$ cat config.mk
export PLATFORM = sky130hd
export DESIGN_NAME = isa_bus_master
export DESIGN_NICKNAME = d
export VERILOG_FILES = /design/src/rtl/isa_bus_master.sv
export SDC_FILE = /design/constraint.sdc
export NUM_CORES = 1
export LEC_CHECK = 0
export ABC_CLOCK_PERIOD_IN_PS = 3900
export CORE_AREA = 5 5 86 88
export CTS_CLUSTER_SIZE = 10
export DETAILED_ROUTE_END_ITERATION = 10
export DIE_AREA = 0 0 91 93
export PLACE_DENSITY = 0.85
export SLEW_MARGIN = 20
export SYNTH_ARGS = -nofsm -noshare
export SYNTH_HDL_FRONTEND = slang
export SYNTH_SLANG_ARGS = --single-unit
$ cat constraint.sdc
create_clock -name clk -period 3.9 [get_ports clk]
set_input_delay 0.78 -clock clk [delete_from_list [all_inputs] [get_ports clk]]
set_output_delay 0.78 -clock clk [all_outputs]
set_load 0.05 [all_outputs]
$ cat src/rtl/isa_bus_master.sv
// rtl/isa_bus_master.sv - ISA bus cycle generator: req/ack handshake to sequenced 8-bit I/O or memory cycle
module isa_bus_master #(
    parameter int SETUP_CYCLES   = 1,
    parameter int CMD_CYCLES     = 4,
    parameter int HOLD_CYCLES    = 1,
    parameter int TIMEOUT_CYCLES = 1024
) (
    input  logic        clk,
    input  logic        reset_l,
    input  logic        req,
    input  logic        req_we,
    input  logic        req_io,
    input  logic [19:0] req_addr,
    input  logic [7:0]  req_wdata,
    output logic        ack,
    output logic [7:0]  rdata,
    output logic        timeout,
    output logic [19:0] bus_a,
    output logic        bus_aen,
    output logic        bus_ior_l,
    output logic        bus_iow_l,
    output logic        bus_memr_l,
    output logic        bus_memw_l,
    output logic [7:0]  bus_d,
    output logic        bus_d_oe,
    input  logic [7:0]  bus_in,
    input  logic        bus_rdy
);

    typedef enum logic [2:0] {
        ST_IDLE,
        ST_SETUP,
        ST_CMD,
        ST_HOLD,
        ST_DONE
    } state_t;

    localparam logic [7:0]  SETUP_LOAD = 8'(SETUP_CYCLES - 1);
    localparam logic [7:0]  CMD_LOAD   = 8'(CMD_CYCLES - 1);
    localparam logic [7:0]  HOLD_LOAD  = 8'(HOLD_CYCLES - 1);
    localparam logic [15:0] TO_LIMIT   = 16'(TIMEOUT_CYCLES);
    localparam logic        TO_EN      = (TIMEOUT_CYCLES != 0);

    state_t      state_q, state_d;
    logic [7:0]  cnt_q, cnt_d;
    logic [15:0] wait_q, wait_d;
    logic        we_q, we_d;
    logic        io_q, io_d;
    logic [19:0] addr_q, addr_d;
    logic [7:0]  wdata_q, wdata_d;
    logic [7:0]  rdata_q, rdata_d;
    logic        to_q, to_d;

    always_ff @(posedge clk or negedge reset_l) begin
        if (!reset_l) begin
            state_q <= ST_IDLE;
            cnt_q   <= 8'd0;
            wait_q  <= 16'd0;
            we_q    <= 1'b0;
            io_q    <= 1'b0;
            addr_q  <= 20'd0;
            wdata_q <= 8'd0;
            rdata_q <= 8'd0;
            to_q    <= 1'b0;
        end else begin
            state_q <= state_d;
            cnt_q   <= cnt_d;
            wait_q  <= wait_d;
            we_q    <= we_d;
            io_q    <= io_d;
            addr_q  <= addr_d;
            wdata_q <= wdata_d;
            rdata_q <= rdata_d;
            to_q    <= to_d;
        end
    end

    always_comb begin
        state_d = state_q;
        cnt_d   = cnt_q;
        wait_d  = wait_q;
        we_d    = we_q;
        io_d    = io_q;
        addr_d  = addr_q;
        wdata_d = wdata_q;
        rdata_d = rdata_q;
        to_d    = to_q;
        case (state_q)
            ST_IDLE: begin
                if (req) begin
                    state_d = ST_SETUP;
                    cnt_d   = SETUP_LOAD;
                    we_d    = req_we;
                    io_d    = req_io;
                    addr_d  = req_io ? {4'h0, req_addr[15:0]} : req_addr;
                    wdata_d = req_wdata;
                    to_d    = 1'b0;
                end
            end
            ST_SETUP: begin
                if (cnt_q == 8'd0) begin
                    state_d = ST_CMD;
                    cnt_d   = CMD_LOAD;
                    wait_d  = 16'd0;
                end else begin
                    cnt_d = cnt_q - 8'd1;
                end
            end
            ST_CMD: begin
                // bus_rdy only matters once the minimum strobe width has elapsed
                if (cnt_q != 8'd0) begin
                    cnt_d = cnt_q - 8'd1;
                end else if (bus_rdy) begin
                    state_d = ST_HOLD;
                    cnt_d   = HOLD_LOAD;
                    if (!we_q) begin
                        rdata_d = bus_in;
                    end
                end else if (TO_EN && (wait_q == TO_LIMIT)) begin
                    state_d = ST_HOLD;
                    cnt_d   = HOLD_LOAD;
                    to_d    = 1'b1;
                    rdata_d = 8'hFF;
                end else if (wait_q != 16'hFFFF) begin
                    wait_d = wait_q + 16'd1;
                end
            end
            ST_HOLD: begin
                if (cnt_q == 8'd0) begin
                    state_d = ST_DONE;
                end else begin
                    cnt_d = cnt_q - 8'd1;
                end
            end
            ST_DONE: begin
                state_d = ST_IDLE;
            end
            default: begin
                state_d = ST_IDLE;
            end
        endcase
    end

    logic busy;
    logic in_cmd;

    // Outputs decode from registered state so reset forces them idle without waiting for an edge
    assign busy       = (state_q == ST_SETUP) || (state_q == ST_CMD) || (state_q == ST_HOLD);
    assign in_cmd     = (state_q == ST_CMD);
    assign bus_aen    = ~busy;
    assign bus_d_oe   = busy & we_q;
    assign bus_a      = addr_q;
    assign bus_d      = wdata_q;
    assign bus_ior_l  = ~(in_cmd &  io_q & ~we_q);
    assign bus_iow_l  = ~(in_cmd &  io_q &  we_q);
    assign bus_memr_l = ~(in_cmd & ~io_q & ~we_q);
    assign bus_memw_l = ~(in_cmd & ~io_q &  we_q);
    assign ack        = (state_q == ST_DONE);
    assign timeout    = (state_q == ST_DONE) & to_q;
    assign rdata      = rdata_q;

endmodule

==> impl_summary.md, run 1 <==
Outcome
The run finished with clean final reports.

Floorplan
The core area is 0.00657 sq mm. The count of pins on the block boundary is 86. In this run the horizontal extent of the chip is 91 um. The effective utilization at floorplan is 0.506.

The floorplan step defined a die boundary enclosing 0.00846 sq mm. The overall die height is 93 um. The standard-cell row count is 30.

STA
The setup clock skew after layout is 0.00915 ns. Of the available clock period, the critical path in the final layout requires 0.842. The worst relative slew slack is 0.508.

The max-slew violation count is 0. After layout, the worst setup slack is 0.617 ns. The time the worst path needs with I/O delays and setup is 3.28 ns.

Setup repair after global routing left no endpoint under its margin. The actual slew at the worst max-slew pin is 0.733 ns. The setup TNS is 0 ns. Setup violations remaining at the end of the flow were counted as 0.

The number of hold violations in the final report is 0. For this run, the top clock speed supported by timing is 0.305 GHz.

Synth
The average footprint of a synthesized cell is 10.8 sq um. The mapped netlist covers 0.00332 sq mm. Of all flip-flops after synthesis, the portion carrying an async set or reset was 1.00.

The cell count after synthesis is 308. The net count of the mapped netlist is 353. By area the synthesized netlist is led by sky130_fd_sc_hd__dfrtp_1 50%, sky130_fd_sc_hd__mux2_2 11%, sky130_fd_sc_hd__mux2i_1 2.7%, sky130_fd_sc_hd__a21oi_1 2.3%, sky130_fd_sc_hd__nand2_1 2.3%. Among all flip-flop cells after synthesis, the most frequent one is sky130_fd_sc_hd__dfrtp_1. Counting instances in the post-synthesis netlist gives the leading cell types as 66 x sky130_fd_sc_hd__dfrtp_1, 33 x sky130_fd_sc_hd__mux2_2, 20 x sky130_fd_sc_hd__nand2_1.

Yosys mapped the design onto 51 distinct sky130hd cell types. Yosys mapped a number of flops with a built-in enable equal to 0. The post-synthesis sequential element count is 66. The fraction of synthesized cell area taken by the top area cell type is 0.497. The leading cell type by number of instances after synthesis is sky130_fd_sc_hd__dfrtp_1. The Yosys step of the flow raised 0 warnings.

The leading area contributor after synthesis is sky130_fd_sc_hd__dfrtp_1. Of the synthesized area, sequential elements account for 0.497.

Finish
Of the cells placed in the final design, the portion with a size suffix greater than 1 is 0.159. 0 antenna diodes ended up in the layout. The fill cell total of the finished layout is 446. The growth of design area from synthesis to finish is 34.0%. With fillers left out, the area of the finished cells amounts to 0.00445 sq mm. The net count of the finished layout is 437.

Power
In this run the power density over the cells is 833 mW/mm^2. In this run the static leakage power is 0.00185 uW. Across the VDD grid, the largest voltage drop is 0.605 mV.

Detailed routing
The routed design has 8150 um of wire. The initial detailed-routing violation count is 185. The detailed-route DRC error count is 0. The total iterations of the first detailed-routing run is 4. The total number of vias is 2710. The number of routed nets with antenna violations is 0.

The average via count per standard cell is 5.68. The routed length per placed instance is 17.1 um.

Global route
The initial antenna violation count is 0. The pin count of the biggest net entering global routing is 43. The first global-routing pass estimated 13400 um of wire. The number of global-route vias before repair came to 2778. The combined global-route utilization of all metal layers is 0.197. The total overflow reported by the global router is 0.

Clock network
The number of levels the H-tree was split into is 3. The number of clock buffers added by TritonCTS is 9. Post-CTS repair changed the size of 0 cells. After clock tree synthesis, the flow added hold-fix buffers numbering 0. In this run the deepest clock path goes through 2 buffers. The clock net in this run drives a total of 66 sinks. Once the clock tree was built, the setup fixing pass inserted 0 buffers. The source-to-sink clock delay at the later pin of the worst-skew pair is 0.34 ns. In this run the clock root is driven by a sky130_fd_sc_hd__clkbuf_8.

The clock tree from TritonCTS is yes. The clock edge transition at the registers on the reported setup and hold paths is 0.08 ns.

Worst setup path
The largest stage delay on the critical path is 0.73 ns. The slowest stage of the critical path belongs to the cell sky130_fd_sc_hd__clkdlybuf4s50_1. The endpoint required time on the critical path is 3.12 ns.

Data arrives at the worst endpoint at 2.50 ns. The largest driver fanout on the critical path is 14. Walking the worst path, the cells encountered are nand2b_1 -> or2_2 -> or3_1 -> clkdlybuf4s50_1.

STA classifies the critical path startpoint as a register. The critical path is of the reg -> out type. STA classifies the critical path endpoint as an output port.

Flow run
The max-capacitance violation count is 0.

Place
After detailed placement, the total cell area comes to 0.00423 sq mm. The worst slack after detailed placement is 0.993 ns. The congestion estimate from routability-driven global placement came to 0.830. The HPWL after detailed placement is 5910 um.

During placement, the flow inserted port buffers numbering 85.

Hold path
The type of the worst min-delay path is in -> async.
where the power goes:
group          leakage, uW  total (uW)  switching (uW)  internal (uW)
clock network     0.000110         651             286            365
logic             0.000905        1820            1110            708
registers         0.000838        1240             263            977
total              0.00185        3710            1660           2050
final timing paths:
| path | cells past startpoint | end | slack, ns | startpoint |
|---|---|---|---|---|
| max in group asynchronous | 2 | cnt_q[2] | 2.53 | reset_l |
| min in group clk | 2 | to_q | 0.51 | to_q |
| setup reg to reg | 5 | wait_q[14] | 1.08 | cnt_q[4] |
| setup / recovery | 4 | bus_memr_l | 0.62 | state_q[1] |
| hold / removal | 1 | bus_a[9] | 0.42 | reset_l |
| hold reg to reg | 2 | to_q | 0.51 | to_q |
area by class of cell:
type	instances	area [sq um]	area share
timing repair buffer	89	876	0.197
tap	80	100	0.0225
clock buffer	9	124	0.0278
clock inverter	7	103	0.0230
inverter	13	48.8	0.0110
sequential	66	1650	0.371
multi-input combinational	213	1550	0.348
worst max-delay path, delay by kind of cell (launching register included):
kind	cells	cell delay [ns]
buffers and inverters	1	0.73
DFF	1	0.58
and+or+nand+nor	3	0.86
cell families after synthesis:
logic type                 count (synthesis)  synth area share
AOI/OAI and AO/OA                         51             0.102
xor gates and xnor gates                   1           0.00264
adders and majority gates                  3            0.0113
buffers and inverters                     29            0.0384
DFF                                       66             0.497
muxes                                     43             0.142
and+or+nand+nor                          115             0.207
sequential cells by signal (all words and copies together), names as in the netlist:
| name | cells |
|---|---|
| bus_a | 20 |
| bus_d | 8 |
| cnt_q | 8 |
| io_q | 1 |
| rdata | 8 |
| state_q | 3 |
| to_q | 1 |
| wait_q | 16 |
| we_q | 1 |
layer usage:
layer / vias to the layer above / global-route usage / routed length, um
li1: 1291 / - / -
met1: 1300 / 0.234 / 3260
met2: 104 / 0.303 / 3800
met3: 15 / 0.107 / 989
met4: 0 / 0.0672 / 97
met5: - / 0 / 0
metrics by stage:
stage | utilization | hold WS [ns] | cells | total power, uW
final | 0.678 | 0.423 | 477 | 3710
after global routing | 0.678 | 0.461 | 477 | 3930
after CTS | 0.678 | 0.433 | 477 | 3730
after detailed placement | 0.644 | 0.485 | 461 | 3070
after global placement | 0.644 | 0.476 | 461 | 3010
after floorplan | - | 0.455 | 308 | 2450
cell usage in the layout, fill, tap and decap left out, types with 3 or more instances in the layout:
cell,instances
sky130_fd_sc_hd__o21ai_0,11
sky130_fd_sc_hd__mux2i_1,9
sky130_fd_sc_hd__nand3b_1,7
sky130_fd_sc_hd__nor3b_1,4
sky130_fd_sc_hd__dfrtp_1,66
sky130_fd_sc_hd__inv_1,13
sky130_fd_sc_hd__or3_1,10
sky130_fd_sc_hd__nand2_1,20
sky130_fd_sc_hd__or4_1,4
sky130_fd_sc_hd__nand4_1,5
sky130_fd_sc_hd__nand2b_1,12
sky130_fd_sc_hd__nor4_1,4
sky130_fd_sc_hd__buf_4,4
sky130_fd_sc_hd__a21oi_1,15
sky130_fd_sc_hd__clkinv_4,3
sky130_fd_sc_hd__mux2_2,33
sky130_fd_sc_hd__nand3_1,9
sky130_fd_sc_hd__ha_1,3
sky130_fd_sc_hd__o31ai_1,4
sky130_fd_sc_hd__a21o_1,3
sky130_fd_sc_hd__and2_1,3
sky130_fd_sc_hd__or2b_1,7
sky130_fd_sc_hd__clkbuf_8,9
sky130_fd_sc_hd__nor3_1,4
sky130_fd_sc_hd__nor2_1,11
sky130_fd_sc_hd__clkdlybuf4s50_1,84
Note: power is estimated with default switching activity, not from simulation.
==> inputs of run 2 (changes only) <==
==> config.mk (replaced) <==
export PLATFORM = sky130hd
export DESIGN_NAME = isa_bus_master
export DESIGN_NICKNAME = d
export VERILOG_FILES = /design/src/rtl/isa_bus_master.sv
export SDC_FILE = /design/constraint.sdc
export NUM_CORES = 1
export LEC_CHECK = 0
export ABC_CLOCK_PERIOD_IN_PS = 2600
export CORE_AREA = 5 5 93 95
export CTS_CLUSTER_SIZE = 10
export DETAILED_ROUTE_END_ITERATION = 10
export DIE_AREA = 0 0 98 100
export PLACE_DENSITY = 0.77
export SLEW_MARGIN = 20
export SYNTH_ARGS = -nofsm -noshare
export SYNTH_HDL_FRONTEND = slang
export SYNTH_SLANG_ARGS = --single-unit
==> constraint.sdc (replaced) <==
create_clock -name clk -period 2.6 [get_ports clk]
set_input_delay 0.52 -clock clk [delete_from_list [all_inputs] [get_ports clk]]
set_output_delay 0.52 -clock clk [all_outputs]
set_load 0.05 [all_outputs]
==> impl_summary.md, run 2 (synthesis results as in run 1) <==
STA
The max-slew violation count was 0. On the final layout, the worst hold slack is 0.182 ns. The time the worst path needs with I/O delays and setup is 2.49 ns. Dividing the final minimum period by the clock period gives 0.958. In this run the tightest slew margin relative to its limit is 0.499.

The setup clock skew after layout is 0.00980 ns. The actual slew at the worst max-slew pin is 0.747 ns. The slack of the critical path is 0.109 ns. Setup repair after global routing left no endpoint under its margin.

The maximum achievable frequency is 0.401 GHz. The number of hold violations in the final report was 0. Setup violations remaining at the end of the flow were counted as 0.

Clock network
The clock tree synthesis step divided the H-tree into 3 levels. The number of clock buffers inserted by TritonCTS is 9. After clock tree synthesis, the clock-pin slew on the worst setup and hold paths is 0.08 ns. TritonCTS built the clock tree. CTS saw 66 sinks. CTS placed an instance of sky130_fd_sc_hd__clkbuf_8 at the clock tree root. The clock reaches the later pin of the worst-skew pair after 0.36 ns.

After clock tree synthesis, the flow added hold-fix buffers numbering 0. The maximum buffer depth of the clock tree is 2.

Global route
For this run the aggregate overflow at the end of global routing stands at 0. The number of global-route vias before repair is 2891. For this run, the total global-route usage over all layers was measured as 0.177. The initial antenna violation count is 0. The first global-routing pass estimated 14000 um of wire. The pin count of the biggest net entering global routing is 40.

Place
The number of cells after detailed placement is 493. At the placement stage, the worst setup path has a slack of -0.0852 ns. At the end of routability-driven placement, the weighted congestion stood at 0.919. Summed over all nets, the half-perimeter wirelength after detailed placement is 5910 um. Port buffering added 85 buffers.

Floorplan
The floorplan has 32 rows. The overall die height is 100 um. The count of pins on the block boundary is 86. The area enclosed by the die boundary is 0.00980 sq mm. The core area is 0.00765 sq mm. The effective utilization at floorplan is 0.435. The die boundary width is 98 um.

Detailed routing
The routed metal-1 wirelength is 3440 um. The number of routed nets with antenna violations is 0. The routed design has 8250 um of wire. The routed length per placed instance is 16.2 um.

Wire segments on met3 add up to 875 um in the final route. The detailed-route DRC error count is 0. The total iterations of the first detailed-routing run is 4. The wire length on met2 is 3780 um. After detailed routing, no signal wire sits above met4. The average via count per standard cell is 5.39.

The total number of vias is 2743. The initial detailed-routing violation count is 198.

Power
Dividing total power by cell area gives a power density of 1230 mW/mm^2. The net switching fraction of the power is 0.453. The share of total power dissipated in the clock network is 0.166.

The worst-case IR drop observed on VDD is 0.769 mV. The portion of total power attributed to sequential cells is 0.324. The internal cell power is 3060 uW. For this design the total switching power over the nets is 2540 uW.

Of the total power, combinational logic draws 0.510. The total leakage power is 0.00191 uW.

Finish
In the final layout, the share of cells above drive strength 1 is 0.199. The most common library cell in the layout ignoring fill and taps is sky130_fd_sc_hd__clkdlybuf4s50_1. The flip-flop count of the largest register after layout is 20. After the flow finishes, the layout carries non-filler instances totaling 509.

In the layout the commonest cells are 76 x sky130_fd_sc_hd__clkdlybuf4s50_1, 66 x sky130_fd_sc_hd__dfrtp_1, 33 x sky130_fd_sc_hd__mux2_2, 20 x sky130_fd_sc_hd__nand2_1, 18 x sky130_fd_sc_hd__buf_4. The fill cell total of the finished layout is 603. 0 antenna diodes ended up in the layout. The final-stage net count is 447. From synthesis to final layout, the design area changed by 37.4%.

Worst setup path
The nature of the critical path endpoint is an output port. The worst setup path is launched from a register. Along the worst path, the maximum fanout reaches 9. The worst setup path is of the reg -> out kind. The endpoint required time on the critical path is 2.08 ns.

The arrival time reported for the critical path endpoint is 1.97 ns.

Outcome
The run finished with clean final reports.

Flow run
Max-cap violations in this run came to 0.

Hold path
The type of the worst min-delay path is in -> async.
[run 2: changes by cell type in the layout (fill, tap and decap cells not counted), sizes merged]
cell | before | now
dlygate4sd2 | 0 | 2
clkdlybuf4s50 | 84 | 76
clkbuf | 9 | 10
inv | 14 | 15
clkinv | 3 | 2
buf | 5 | 21
bufinv | 2 | 1
[run 2: path summary, 6_finish.rpt]
path,startpoint,end,slack (ns),cells past startpoint
hold / removal,reset_l,bus_a[11],0.18,1
setup reg to reg,cnt_q[4],wait_q[14],0.22,5
min in group clk,to_q,to_q,0.50,2
hold reg to reg,to_q,to_q,0.50,2
setup / recovery,state_q[1],bus_memr_l,0.11,4
max in group asynchronous,reset_l,state_q[2],1.78,2
[run 2: cell type report]
type / instances / area (sq um) / share of cell area
clock inverter: 6 / 72.6 / 0.0159
tap: 102 / 128 / 0.0279
inverter: 13 / 48.8 / 0.0107
multi-input combinational: 213 / 1570 / 0.344
sequential: 66 / 1650 / 0.362
timing repair buffer: 99 / 958 / 0.210
clock buffer: 10 / 138 / 0.0301
[run 2: repair_timing]
| item | CTS | global route |
|---|---|---|
| resized for setup | 3 | 2 |
| cloned | 0 | 0 |
| setup endpoints to repair | 7 | 11 |
| buffers inserted | 0 | 0 |
[run 2: per-stage QoR]
| stage | power (uW) | util | instance area, sq um | setup TNS [ns] |
|---|---|---|---|---|
| after floorplan | 3670 | - | 3320 | 0 |
| after global placement | 4590 | 0.568 | 4340 | 0 |
| after detailed placement | 4680 | 0.568 | 4340 | -0.158 |
| after CTS | 5630 | 0.595 | 4550 | 0 |
| after global routing | 5940 | 0.597 | 4570 | 0 |
| final | 5610 | 0.597 | 4570 | 0 |
[run 2: power by group through the flow]
stage	sequential (uW)	combinational [uW]	clock, uW
2_1_floorplan	2680	990	0
3_3_place_gp	1800	2790	0
3_5_place_dp	1830	2850	0
4_1_cts	1810	2860	954
5_1_grt	1890	3050	994
6_report	1820	2860	931
[run 2: metal layers]
| metal | vias up | track usage |
|---|---|---|
| met5 | - | 0 |
| met4 | 0 | 0.0735 |
| met3 | 16 | 0.0855 |
| met2 | 102 | 0.272 |
| met1 | 1315 | 0.214 |
| li1 | 1310 | - |
[run 2: worst max-delay path, cell delays in order, from the launching register on]
cell and delay [ns]:
sky130_fd_sc_hd__dfrtp_1 0.55, sky130_fd_sc_hd__nand2b_1 0.17, sky130_fd_sc_hd__or2_2 0.37, sky130_fd_sc_hd__or3_1 0.32, sky130_fd_sc_hd__buf_4 0.20
